## config.mk

```make
export PLATFORM = sky130hd
export DESIGN_NAME = st_align_buf
export DESIGN_NICKNAME = d
export VERILOG_FILES = /design/src/rtl/st_align_buf.sv
export SDC_FILE = /design/constraint.sdc
export NUM_CORES = 1
export LEC_CHECK = 0
export BUFFER_PORTS_ARGS = -buffer_cell sky130_fd_sc_hd__buf_4
export CAP_MARGIN = 10
export CORE_MARGIN = 4
export CORE_UTILIZATION = 50
export CTS_CLUSTER_DIAMETER = 100
export CTS_CLUSTER_SIZE = 20
export DETAILED_ROUTE_END_ITERATION = 12
export MAX_ROUTING_LAYER = met4
export PLACE_DENSITY = 0.71
export SETUP_SLACK_MARGIN = 0.02
export SYNTH_ARGS = -nofsm -noshare
export SYNTH_HDL_FRONTEND = slang
export SYNTH_SLANG_ARGS = --single-unit
```

## constraint.sdc

```tcl
create_clock -name clk -period 3.22 [get_ports clk]
set_input_delay 0.644 -clock clk [delete_from_list [all_inputs] [get_ports clk]]
set_output_delay 0.644 -clock clk [all_outputs]
set_load 0.05 [all_outputs]
```

## src/rtl/st_align_buf.sv

```systemverilog
// Store alignment buffer: lane-aligns SB/SH/SW stores and queues them in a DEPTH-entry FIFO toward memory.
// Optional define ST_MISALIGN_CHK_EN drops misaligned SH/SW stores and pulses err.
module st_align_buf #(
    parameter int DEPTH = 4
) (
    input  logic                       clk,
    input  logic                       rst,
    input  logic                       in_valid,
    output logic                       in_ready,
    input  logic [2:0]                 sel,
    input  logic [31:0]                addr,
    input  logic [31:0]                din,
    output logic                       mem_valid,
    input  logic                       mem_ready,
    output logic [31:0]                mem_addr,
    output logic [31:0]                mem_din,
    output logic [3:0]                 mem_we,
    output logic [$clog2(DEPTH):0]     count,
    output logic                       err
);
    localparam int PW = $clog2(DEPTH);
    localparam int CW = PW + 1;
    localparam logic [CW-1:0] DEPTH_C = CW'(DEPTH);

    logic [PW-1:0] wr_ptr_q, wr_ptr_d;
    logic [PW-1:0] rd_ptr_q, rd_ptr_d;
    logic [CW-1:0] count_q, count_d;

    logic [29:0] ent_addr_q [DEPTH];
    logic [31:0] ent_din_q  [DEPTH];
    logic [3:0]  ent_we_q   [DEPTH];

    logic        accept, sel_ok, misalign, push, pop;
    logic [31:0] enc_din;
    logic [3:0]  enc_we;

    // Returns {lane-replicated data, byte enables}; invalid sel yields zero.
    function automatic logic [35:0] encode(input logic [2:0] s, input logic [1:0] a,
                                           input logic [31:0] d);
        logic [35:0] r;
        r = '0;
        case (s)
            3'd0:    r = {{4{d[7:0]}}, 4'b0001 << a};
            3'd1:    r = {{2{d[15:0]}}, (a[1] ? 4'b1100 : 4'b0011)};
            3'd2:    r = {d, 4'b1111};
            default: r = '0;
        endcase
        return r;
    endfunction

    always_comb begin
        accept            = in_valid && in_ready;
        sel_ok            = (sel < 3'd3);
        {enc_din, enc_we} = encode(sel, addr[1:0], din);
`ifdef ST_MISALIGN_CHK_EN
        misalign = ((sel == 3'd1) && addr[0]) || ((sel == 3'd2) && (addr[1:0] != 2'b00));
`else
        misalign = 1'b0;
`endif
        push = accept && sel_ok && !misalign;
        pop  = mem_valid && mem_ready;

        wr_ptr_d = push ? wr_ptr_q + PW'(1) : wr_ptr_q;
        rd_ptr_d = pop  ? rd_ptr_q + PW'(1) : rd_ptr_q;
        case ({push, pop})
            2'b10:   count_d = count_q + CW'(1);
            2'b01:   count_d = count_q - CW'(1);
            default: count_d = count_q;
        endcase
    end

    always_ff @(posedge clk or posedge rst) begin
        if (rst) begin
            wr_ptr_q <= '0;
            rd_ptr_q <= '0;
            count_q  <= '0;
        end else begin
            wr_ptr_q <= wr_ptr_d;
            rd_ptr_q <= rd_ptr_d;
            count_q  <= count_d;
        end
    end

    // Entry storage holds data only; occupancy alone decides what is visible.
    always_ff @(posedge clk) begin
        if (push) begin
            ent_addr_q[wr_ptr_q] <= addr[31:2];
            ent_din_q[wr_ptr_q]  <= enc_din;
            ent_we_q[wr_ptr_q]   <= enc_we;
        end
    end

`ifdef ST_MISALIGN_CHK_EN
    logic err_q, err_d;

    always_comb err_d = accept && sel_ok && misalign;

    always_ff @(posedge clk or posedge rst) begin
        if (rst) err_q <= 1'b0;
        else     err_q <= err_d;
    end

    assign err = err_q;
`else
    assign err = 1'b0;
`endif

    // Outputs come only from flops, gated to zero while empty (and therefore during reset).
    assign in_ready  = (count_q < DEPTH_C);
    assign mem_valid = (count_q != '0);
    assign mem_addr  = mem_valid ? {ent_addr_q[rd_ptr_q], 2'b00} : 32'h0;
    assign mem_din   = mem_valid ? ent_din_q[rd_ptr_q] : 32'h0;
    assign mem_we    = mem_valid ? ent_we_q[rd_ptr_q] : 4'h0;
    assign count     = count_q;

endmodule

```

==> run metrics, run 1 <==
maximum clock path buffer count 3; DP HPWL 14.8 mm; diode count 0; Final Setup Violations 0; Die ar. 0.0244 sq mm; Final Worst Setup Slack 0.188 ns; storage element area 0.00811 sq mm; fin util 60.7%; crit start category flop; setup TNS 0 ns; All-Layer GR Usage 18.7%; clk slew on worst S/H paths 0.09 ns; worst endpoint data arrival time 2.39 ns; post-synthesis cell count 563; detailed-router iteration count before antenna repair 4; leakage power 4.48 nW; H-tree depth 1; Final period util 94.2%; Fill cells 1517; Die Height 156 microns; Sw Share 39.6%; number of port buffers 141; total global routing overflow 0; top-count cell post-synth edfxtp_1; NumNets Final 789; CTS buffer count 17; CTS hold repair buffers 0; ANT nets after route 0; Rows 53; clock skew 0.0107 ns; synth warn 0; Cell Area, Synth 0.0110 sq mm; core area 0.0213 sq mm; Setup crit end kind output pin; initial antenna violation count 0; Post-synth top cells edfxtp_1, and2_1, mux4_2; met2 Resource Use GR 29.8%; gpl congestion 0.941; Worst EP required 2.58 ns; Reg power frac 36.0%; Cell Pwr Density 917 mW/mm^2; via/cell ratio 5.59; CTS sink cnt 271; Setup WS pre-CTS 0.631 ns; status complete, no violations; TritonCTS clock tree yes; layout cell share with drive strength beyond 1 36.4%; final wirelength 22.0 mm; Worst R2R Path Depth 8; die width 156 microns; clock period minus worst slack 3.03 ns; maximum VDD drop 0.563 mV; RSZ-0062 raised after global routing no; predominant post-synthesis flop cell edfxtp_1; Cell variety after synth 30; Resized Gates After CTS 0; Root Driver clkbuf_16; Clock power frac 17.0%; Psw 4.68 mW; Initial Util 51.6%; area of the multi-input gates 0.00266 sq mm; area share of the largest cell type after synthesis 72.1%; final hold vios 0; Seq cells post-synth 271; Ports 145; asr flop ratio synth 2.58%; Worst Path Max Fanout 23; vias in the first global route 5936; top cells by area, synth edfxtp_1, mux4_2, and2_1, dfrtp_1, a21oi_1; P_int 7.15 mW; met3 usage 3.46%; largest net degree at the start of global routing 47; first-pass GRT wire length 34.4 mm; max frequency 0.330 GHz; met1 Use GR 26.6%; Wirelength per Cell 22.1 microns; MaxCap Viol Count 0; critical path class flop to output pin; sequential area share after synthesis 73.7%; Comb power frac 47.1%; EDFF count, synth 264; Syn Area/Cell 19.5 sq um; Worst-Skew Late Latency 0.47 ns; cell taking the most area after synthesis edfxtp_1; DRT iter0 DRCs 382; Hold Slack 0.109 ns; synth-to-layout area growth 17.5%; DRC 0; Tightest Hold Check Type input port to async pin; final slew viol count 0; post-CTS setup buffers 0; grt peak-use layer met2; vias post-DR 5541
==> state kept, by name, summed over array words and instances (netlist names) <==
| name | flops |
|---|---|
| ent_we_q | 16 |
| ent_din_q | 128 |
| ent_addr_q | 120 |
| rd_ptr_q | 2 |
| wr_ptr_q | 2 |
| count | 3 |
==> layout make-up <==
class                   count  area share (%)
repair buffers            163            10.2
inverters                   9           0.262
multi-input cells         250            20.6
clock inverters             1          0.0872
clock buffers              23            3.47
flip-flops and latches    271            62.8
well taps                 275            2.66
==> power by group through the flow <==
stage                     registers, mW  clock network [mW]  logic, mW
after CTS                          4.26                2.06       5.66
after detailed placement           4.34                   0       5.64
after floorplan                    4.32                   0       4.08
after global placement             4.33                   0       5.59
final                              4.26                2.01       5.57
after global routing               4.29                2.20       5.88
==> cells in the final DEF, fill, tap and decap left out, types with 4 or more instances in the layout <==
| master | n |
|---|---|
| ha_1 | 5 |
| dfrtp_1 | 5 |
| and2_1 | 75 |
| xnor2_1 | 4 |
| a21oi_1 | 21 |
| edfxtp_1 | 264 |
| mux4_2 | 66 |
| nor2b_1 | 11 |
| inv_1 | 9 |
| a22oi_1 | 4 |
| buf_4 | 156 |
| buf_12 | 7 |
| mux2i_1 | 9 |
| nand2_1 | 10 |
| nor2_1 | 19 |
| or2_2 | 6 |
| clkbuf_1 | 6 |
| and2_4 | 4 |
| clkbuf_16 | 17 |
==> cells by family (layout without fill, tap and decap cells) <==
logic type / Yosys count / after routing / synth area share (%)
flops: 271 / 271 / 73.7
simple gates: 129 / 129 / 6.67
mux: 76 / 76 / 14.4
buf+inv: 44 / 196 / 2.28
compound gates: 29 / 29 / 1.53
xor+xnor: 7 / 7 / 0.558
fa+ha+maj: 6 / 6 / 0.751
other cells: 1 / 3 / 0.0341
==> per-layer routing <==
| layer | up-vias | routed length [microns] | part of all wire (%) |
|---|---|---|---|
| met2 | 242 | 10700 | 49 |
| met1 | 2806 | 9230 | 42 |
| li1 | 2470 | - | - |
| met5 | - | 0 | 0 |
| met3 | 23 | 1740 | 7.9 |
| met4 | 0 | 325 | 1.5 |
==> critical path: stages, from the launching register on <==
cell     delay [ns]
dfrtp_1        0.45
or3_2          0.72
buf_4          0.31
and2_1         0.21
buf_4          0.20
==> metrics by stage <==
stage	instance area [sq um]	power [mW]	instances
after global routing	12900	12.4	992
after CTS	12900	12.0	992
after floorplan	11000	8.40	565
final	12900	11.8	992
after global placement	12500	9.92	968
after detailed placement	12500	9.98	968
==> worst paths after layout <==
kind | slack [ns] | to | from
max | 0.19 | mem_din[24] | count[0]
min reg2reg | 0.58 | count[0] | count[0]
max reg2reg | 0.87 | count[2] | count[0]
min | 0.11 | wr_ptr_q[1] | rst
min in group clk | 0.37 | ent_addr_q[0][26] | addr[28]
max in group asynchronous | 2.85 | rd_ptr_q[0] | rst
Power figures use the tool's default switching activity.
==> run 2, diff against run 1 <==
==> constraint.sdc (replaced) <==
create_clock -name clk -period 3.22 [get_ports clk]
set_input_delay 0.483 -clock clk [delete_from_list [all_inputs] [get_ports clk]]
set_output_delay 0.483 -clock clk [all_outputs]
set_load 0.05 [all_outputs]
==> run metrics, run 2 (same netlist as run 1, synthesis figures left out) <==
clock skew 0.0169 ns; detailed-router iteration count before antenna repair 5; first-pass GRT wire length 34.3 mm; most flop-heavy register ent_din_q; Final Setup Violations 0; placed insts 964; clk slew on worst S/H paths 0.08 ns; Placed Area 0.0124 sq mm; crit-path most repeated cell buf_4; most frequent cells in the layout edfxtp_1, buf_4, and2_1, mux4_2, a21oi_1; max frequency 0.345 GHz; Largest regs ent_din_q: 128 flops, ent_addr_q: 120 flops, ent_we_q: 16 flops; gpl congestion 0.914; hold_sp addr[12]; MaxCap Viol Count 0; Setup WS pre-CTS 0.743 ns; status complete, no violations; H-tree depth 1; ANT nets after route 0; Hold Slack 0.202 ns; Wirelength per Cell 22.4 microns; Rows 53; via/cell ratio 5.64; die width 156 microns; synth-to-layout area growth 17.3%; Initial Util 51.6%; NumNets Final 786; Critical path buffers and inverters 2; Ports 145; R2R Path Start count[0]; Die Height 156 microns; total global routing overflow 0; Worst Path Max Fanout 24; Largest register FFs 128; setup TNS 0 ns; Slew Limit Headroom 65.9%; Min-Delay Endpoint ent_addr_q[2][10]; TritonCTS clock tree yes; fin util 60.6%; crit-path cells or3_2, buf_4, and2_1, buf_4; Worst R2R Path Depth 8; CTS buffer count 17; CTS sink cnt 271; DRC 0; fin area 0.0129 sq mm; Die ar. 0.0244 sq mm; CP max stage cell or3_2; core area 0.0213 sq mm; initial antenna violation count 2; Reg power frac 36.2%; Setup crit end kind output pin; final slew viol count 0; All-Layer GR Usage 18.8%; final wirelength 22.1 mm; Psw 4.71 mW; RSZ-0062 raised after global routing no; most common cell after layout, fill and taps aside edfxtp_1; number of port buffers 141; crit start category flop; Worst EP required 2.74 ns; Tightest Hold Check Type input port to flop; Top delay family on crit path simple AND/OR/NAND/NOR gates; Sw Share 39.7%; Cell Pwr Density 918 mW/mm^2; final hold vios 0; Clock power frac 17.0%; largest net degree at the start of global routing 60; leakage power 4.46 nW; Comb power frac 46.8%; hold depth 1; DP HPWL 14.7 mm; Root Driver clkbuf_16; DRT iter0 DRCs 407; P_int 7.13 mW; r2r endpoint count[2]; worst endpoint data arrival time 2.42 ns; vias in the first global route 5874; layout cell share with drive strength beyond 1 36.0%; maximum VDD drop 0.541 mV; maximum clock path buffer count 3; clock period minus worst slack 2.90 ns; worst-margin pin slew 0.512 ns; Worst-Skew Late Latency 0.48 ns; total power 11.8 mW; Final Worst Setup Slack 0.320 ns; max incr delay on CP 0.73 ns; Reg2Reg Setup Slack 0.83 ns; critical path class flop to output pin; Final period util 90.1%; final non-filler cell total 990; vias post-DR 5585
[run 2: changes by cell type in the layout (fill, tap and decap cells not counted), sizes merged]
cell         before  now
buf             163  159
diode             0    1
dlygate4sd3       0    1
[run 2: how the worst max path moves through the flow]
stage | startpoint | endpoint | depth (start not counted)
after floorplan | count[2] | ent_addr_q[0][0] | 4
after global placement | rd_ptr_q[0] | mem_din[10] | 4
after detailed placement | sel[0] | ent_din_q[2][6] | 5
after CTS | rd_ptr_q[0] | mem_din[10] | 4
after global routing | rd_ptr_q[0] | mem_din[10] | 4
final | count[0] | mem_we[3] | 4
[run 2: final cells by class]
cell class	instances	area, sq um
Multi-Input combinational cell	250	2660
Antenna cell	1	2.50
Clock inverter	1	11.3
Fill cell	1527	8390
Inverter	9	33.8
Clock buffer	23	448
Sequential cell	271	8110
Timing Repair Buffer	160	1290
Tap cell	275	344
[run 2: power groups by stage]
stage,combinational (mW),clock (mW),sequential [mW]
final,5.54,2.02,4.29
after CTS,5.63,2.07,4.29
after global placement,5.57,0,4.35
after floorplan,4.08,0,4.32
after detailed placement,5.61,0,4.37
after global routing,5.84,2.21,4.32
[run 2: timing repair]
| action | 4_1_cts | 5_1_grt |
|---|---|---|
| hold buffers | 1 | 0 |
| resized for setup | 0 | 0 |
| setup endpoints to repair | 0 | 0 |
| hold endpoints to repair | 7 | 0 |
| buffers inserted | 0 | 0 |
[run 2: layer usage]
metal,vias to the layer above,GRT usage [%],routed length (microns)
li1,2472,-,-
met1,2882,26.7,9300
met2,210,30.0,11000
met3,21,2.99,1620
met4,0,2.89,218
met5,-,-,0
